$ cat src/rtl/id_stage.sv
// rtl/id_stage.sv - instruction decode stage: register file, decoder, load-use hazard, ID_EX register
//
// Optional feature macro: WB_BYPASS_EN
//   defined   : a same-cycle WB write is forwarded to the read ports (write-before-read)
//   undefined : plain register-file read; WB must precede ID by one cycle
module id_stage #(
  parameter int SIZE      = 32,
  parameter int REG_COUNT = 32
) (
  input  logic            clk,
  input  logic            rst_n,
  input  logic [SIZE-1:0] IF_ID,
  input  logic            if_valid,
  input  logic            ex_ready,
  input  logic            wb_we,
  input  logic [4:0]      wb_addr,
  input  logic [SIZE-1:0] wb_data,
  output logic            id_ready,
  output logic            id_ex_valid,
  output logic [SIZE-1:0] id_ex_rs_data,
  output logic [SIZE-1:0] id_ex_rt_data,
  output logic [SIZE-1:0] id_ex_imm,
  output logic [4:0]      id_ex_rs,
  output logic [4:0]      id_ex_rt,
  output logic [4:0]      id_ex_dst,
  output logic [5:0]      id_ex_funct,
  output logic [3:0]      id_ex_ctrl
);

  localparam logic [5:0] OP_RTYPE = 6'b000000;
  localparam logic [5:0] OP_LW    = 6'b100011;
  localparam logic [5:0] OP_SW    = 6'b101011;
  localparam logic [5:0] OP_ADDI  = 6'b001000;
  localparam logic [5:0] OP_BEQ   = 6'b000100;

  // ctrl bit positions: {regwrite, memread, memwrite, alusrc}
  localparam int CTRL_MEMREAD = 2;

  // Instruction fields
  logic [5:0] f_op;
  logic [4:0] f_rs;
  logic [4:0] f_rt;
  logic [4:0] f_rd;
  logic [5:0] f_funct;
  logic       unused_shamt;

  assign f_op         = IF_ID[31:26];
  assign f_rs         = IF_ID[25:21];
  assign f_rt         = IF_ID[20:16];
  assign f_rd         = IF_ID[15:11];
  assign f_funct      = IF_ID[5:0];
  assign unused_shamt = ^IF_ID[10:6];

  // Register file storage (r0 is never written, so it always holds 0)
  logic [SIZE-1:0] rf_q [REG_COUNT];

  // Decoder outputs
  logic [3:0]      dec_ctrl;
  logic [4:0]      dec_dst;
  logic            dec_uses_rt;
  logic [SIZE-1:0] dec_imm;

  // Register read values
  logic [SIZE-1:0] rd_rs;
  logic [SIZE-1:0] rd_rt;

  // Hazard
  logic haz;

  // ID_EX pipeline register
  logic            valid_q,   valid_d;
  logic [SIZE-1:0] rs_data_q, rs_data_d;
  logic [SIZE-1:0] rt_data_q, rt_data_d;
  logic [SIZE-1:0] imm_q,     imm_d;
  logic [4:0]      rs_q,      rs_d;
  logic [4:0]      rt_q,      rt_d;
  logic [4:0]      dst_q,     dst_d;
  logic [5:0]      funct_q,   funct_d;
  logic [3:0]      ctrl_q,    ctrl_d;

  // Opcode decode into control bits, destination register and rt usage
  always_comb begin
    dec_ctrl    = 4'b0000;
    dec_dst     = 5'd0;
    dec_uses_rt = 1'b0;
    unique case (f_op)
      OP_RTYPE: begin
        dec_ctrl    = 4'b1000;
        dec_dst     = f_rd;
        dec_uses_rt = 1'b1;
      end
      OP_LW: begin
        dec_ctrl = 4'b1101;
        dec_dst  = f_rt;
      end
      OP_SW: begin
        dec_ctrl    = 4'b0011;
        dec_uses_rt = 1'b1;
      end
      OP_ADDI: begin
        dec_ctrl = 4'b1001;
        dec_dst  = f_rt;
      end
      OP_BEQ: begin
        dec_uses_rt = 1'b1;
      end
      default: begin
        dec_ctrl = 4'b0000;
        dec_dst  = 5'd0;
      end
    endcase
  end

  assign dec_imm = {{(SIZE-16){IF_ID[15]}}, IF_ID[15:0]};

  // Combinational register-file read, r0 hard-wired to zero
  always_comb begin
    rd_rs = (f_rs == 5'd0) ? '0 : rf_q[f_rs];
    rd_rt = (f_rt == 5'd0) ? '0 : rf_q[f_rt];
`ifdef WB_BYPASS_EN
    if (wb_we && (wb_addr == f_rs) && (f_rs != 5'd0)) rd_rs = wb_data;
    if (wb_we && (wb_addr == f_rt) && (f_rt != 5'd0)) rd_rt = wb_data;
`endif
  end

  // Load-use hazard: the load in ID_EX produces a register that IF_ID consumes
  always_comb begin
    haz = if_valid && valid_q && ctrl_q[CTRL_MEMREAD] && (dst_q != 5'd0) &&
          ((dst_q == f_rs) || (dec_uses_rt && (dst_q == f_rt)));
  end

  assign id_ready = ex_ready && !haz;

  // ID_EX next state: hold on backpressure, bubble on hazard, else capture decode
  always_comb begin
    valid_d   = valid_q;
    rs_data_d = rs_data_q;
    rt_data_d = rt_data_q;
    imm_d     = imm_q;
    rs_d      = rs_q;
    rt_d      = rt_q;
    dst_d     = dst_q;
    funct_d   = funct_q;
    ctrl_d    = ctrl_q;
    if (ex_ready) begin
      if (haz) begin
        valid_d = 1'b0;
        ctrl_d  = 4'b0000;
      end else begin
        valid_d   = if_valid;
        rs_data_d = rd_rs;
        rt_data_d = rd_rt;
        imm_d     = dec_imm;
        rs_d      = f_rs;
        rt_d      = f_rt;
        dst_d     = dec_dst;
        funct_d   = f_funct;
        ctrl_d    = if_valid ? dec_ctrl : 4'b0000;
      end
    end
  end

  // ID_EX state register
  always_ff @(posedge clk or negedge rst_n) begin
    if (!rst_n) begin
      valid_q   <= 1'b0;
      rs_data_q <= '0;
      rt_data_q <= '0;
      imm_q     <= '0;
      rs_q      <= 5'd0;
      rt_q      <= 5'd0;
      dst_q     <= 5'd0;
      funct_q   <= 6'd0;
      ctrl_q    <= 4'd0;
    end else begin
      valid_q   <= valid_d;
      rs_data_q <= rs_data_d;
      rt_data_q <= rt_data_d;
      imm_q     <= imm_d;
      rs_q      <= rs_d;
      rt_q      <= rt_d;
      dst_q     <= dst_d;
      funct_q   <= funct_d;
      ctrl_q    <= ctrl_d;
    end
  end

  // Register-file write port from WB; writes to r0 are discarded
  always_ff @(posedge clk or negedge rst_n) begin
    if (!rst_n) begin
      for (int i = 0; i < REG_COUNT; i++) rf_q[i] <= '0;
    end else if (wb_we && (wb_addr != 5'd0)) begin
      rf_q[wb_addr] <= wb_data;
    end
  end

  assign id_ex_valid   = valid_q;
  assign id_ex_rs_data = rs_data_q;
  assign id_ex_rt_data = rt_data_q;
  assign id_ex_imm     = imm_q;
  assign id_ex_rs      = rs_q;
  assign id_ex_rt      = rt_q;
  assign id_ex_dst     = dst_q;
  assign id_ex_funct   = funct_q;
  assign id_ex_ctrl    = ctrl_q;

endmodule

$ cat config.mk
export PLATFORM = sky130hd
export DESIGN_NAME = id_stage
export DESIGN_NICKNAME = d
export VERILOG_FILES = /design/src/rtl/id_stage.sv
export SDC_FILE = /design/constraint.sdc
export NUM_CORES = 2
export LEC_CHECK = 0
export CORE_MARGIN = 5
export CORE_UTILIZATION = 60
export CTS_BUF_LIST = sky130_fd_sc_hd__clkbuf_8
export CTS_CLUSTER_SIZE = 24
export DETAILED_ROUTE_END_ITERATION = 7
export PLACE_DENSITY = 0.8
export SLEW_MARGIN = 25
export SYNTH_ARGS = -nofsm -noshare
export SYNTH_HDL_FRONTEND = slang
export SYNTH_SLANG_ARGS = --single-unit
$ cat constraint.sdc
create_clock -name clk -period 3.45 [get_ports clk]
set_clock_uncertainty 0.1 [all_clocks]
set_input_delay 0.69 -clock clk [delete_from_list [all_inputs] [get_ports clk]]
set_output_delay 0.69 -clock clk [all_outputs]
set_load 0.005 [all_outputs]
==> run summary <==
Gate Count Post-Synth: 3917
Crit Path Category: reg -> out
Slowest cell on crit path: dfrtp_2
PD cells: 559 nW/um^2
WL final: 178000 um
sequential power share: 46.7%
Die Wd: 325 um
area growth from synthesis to layout: 13.9%
CP arrival: 2590 ps
count leader, synth: dfrtp_1
first drt pass iteration count: 6
DR vias: 39400
switching part of the total: 28.1%
Post-DRT Antenna Nets: 0
min Tclk post-route: 3380 ps
sequential area share after synthesis: 47.2%
clock power share: 31.7%
final hold violation count: 0
max_cap viols: 0
NetSw: 0.0107 W
syn nets: 3991
core area: 98400 um^2
post-synth top area share: 47.2%
share of layout cells above drive strength 1: 52.2%
CP Cell Sequence: xor2_1 -> nor3_1 -> nand3_2 -> a21oi_2 -> nand2b_4 -> inv_1 -> buf_2
Yosys cell types: 42
Comb pwr share: 21.6%
Starting Density: 60.5%
outcome: complete, no violations
fin nets: 4119
Synth Flop Type: dfrtp_1
design area: 67800 um^2
Cells after DPL: 5140
leak pwr: 29.7 nW
Reg clk slew, reported paths: 60 ps
GRT Total Usage: 33.6%
Cell Rows: 115
Yosys top cell by area: dfrtp_1
WL per Instance: 32.5 um
Syn Area/Cell: 15.2 um^2
slew margin rel.: 26.4%
Peak VDD IR: 300 uV
initial antenna violation count: 9
post-detail-place hpwl: 105000 um
fin cells: 5475
Setup-failing EPs final: 0
post-synthesis async set-or-reset flop share: 100%
CTS Root Cell: clkbuf_8
vias in the first global route: 41100
synth top area cells: dfrtp_1 (47%), mux2_2 (21%), mux4_2 (19%)
vias per cell: 7.20
CP startpoint kind: flop
crit-path leading delay family: simple AND/OR/NAND/NOR gates
flops & latches, synth: 1124
number of synthesized flops with an enable pin: 0
total power: 0.0379 W
CTS buffer count: 183
gpl congestion: 0.835
first-pass GRT wire length: 268000 um
TritonCTS Sinks: 1124
CTS tree: done
initial drt markers: 4456
WP buf/inv: 2
Die H: 325 um
clock buffer depth: 3
synth cell count leaders: dfrtp_1 (1124), mux2_2 (1106), mux4_2 (513), clkbuf_1 (270), mux2i_1 (218)
post-synthesis cell area: 59600 um^2
Crit. End Element: output pin
period utilization: 98.0%
I/O Buffers: 196
actual slew at the worst max-slew pin: 1100 ps
Internal Power: 0.0272 W
H-tree levels: 4
max incr delay on CP: 490 ps
Slew Limit Fails: 0
Ys Warns: 0
crit-path max FO: 3
Congestion Overflow GR: 0
Crit path required time: 2660 ps
Hold Crit Class: in -> async
later-pin clock latency in the skew report: 900 ps
Fmax: 296 MHz
IO Pins: 197
area of the die: 106000 um^2
Placed Area: 64000 um^2
# DRC: 0
pin count of the biggest net entering global routing: 107
fillcell total: 6662
registers in the layout (all words and copies together) (netlist names):
| name | cells |
|---|---|
| id_ex_ctrl | 4 |
| rf_q | 1024 |
| id_ex_rt | 5 |
| id_ex_dst | 5 |
| id_ex_valid | 1 |
| id_ex_rs_data | 32 |
| id_ex_imm | 16 |
| id_ex_rs | 5 |
| id_ex_rt_data | 32 |
final timing paths:
| path | from | endpoint | slack, ps | cells past startpoint |
|---|---|---|---|---|
| hold reg to reg | rf_q[1002] | rf_q[1002] | 290 | 0 |
| setup / recovery | id_ex_dst[3] | id_ready | 70 | 7 |
| hold / removal | rst_n | rf_q[986] | 210 | 2 |
| max in group asynchronous | rst_n | rf_q[997] | 1920 | 4 |
| setup reg to reg | id_ex_dst[3] | id_ex_dst[3] | 670 | 8 |
| min in group clk | rf_q[1002] | rf_q[1002] | 290 | 0 |
cells by family after synthesis:
group           count (synthesis)  synth area share, %
compound gates                362                 4.31
xor+xnor                       10                0.147
buf+inv                       471                 3.45
flops                        1124                 47.2
mux                          1837                 44.0
simple gates                  113                0.916
what timing repair did:
action                                  in CTS  in global routing
buffers inserted                             6                  1
hold buffers                                 1                  0
endpoints found under the setup margin       1                  1
pin swaps                                    3                  3
gates resized for setup                     12                  2
endpoints found under the hold margin       99                  0
layout by cell type, fill, tap and decap left out, types with 5 or more instances in the layout:
cell / count
nand2_4: 11
o2bb2ai_1: 5
mux4_2: 513
a221oi_1: 75
buf_8: 5
inv_1: 58
clkinvlp_4: 5
clkdlybuf4s50_1: 166
o221ai_1: 8
diode_2: 5
buf_2: 19
nor2_1: 29
o21ai_0: 28
buf_4: 128
clkinv_2: 11
buf_12: 87
o22a_1: 8
nor3_1: 8
xor2_1: 8
a31oi_1: 25
a21oi_1: 104
a22o_1: 69
clkbuf_8: 242
nor2_4: 17
nand3b_1: 5
mux2_2: 1106
o211ai_1: 26
dfrtp_1: 1120
mux2i_1: 218
through the flow:
stage	utilization (%)	hold WS (ps)	worst slack, ps	TNS (ps)
after floorplan	-	294	451	0
after CTS	69.0	182	15.4	0
after global placement	65.1	276	-361	-24120
after global routing	68.9	248	-10.8	-10.8
after detailed placement	65.1	282	-59.8	-1380
final	68.9	214	70.0	0
layer usage:
metal | vias up | global-route usage [%] | wire length, um
met5 | - | 0 | 117
met4 | 10 | 14.3 | 8260
met3 | 530 | 8.45 | 18300
met2 | 2325 | 50.3 | 81500
met1 | 21100 | 47.7 | 69700
li1 | 15500 | - | -
power groups by stage:
stage	Combinational (W)	Clock [W]	Sequential (W)
finish	0.00819	0.0120	0.0177
global route	0.00875	0.0127	0.0180
CTS	0.00820	0.0121	0.0176
detailed placement	0.00815	0	0.0178
global placement	0.00790	0	0.0176
floorplan	0.00596	0	0.0171
area by class of cell:
type,instances,area [um^2],share of cell area [%]
tap,1287,1610,2.37
sequential,1124,28100,41.5
multi-input combinational,2322,29700,43.8
clock buffer,242,3330,4.91
clock inverter,81,473,0.697
inverter,4,15.0,0.0221
antenna,5,12.5,0.0184
timing repair buffer,410,4590,6.76
Note: power is estimated with default switching activity, not from simulation.
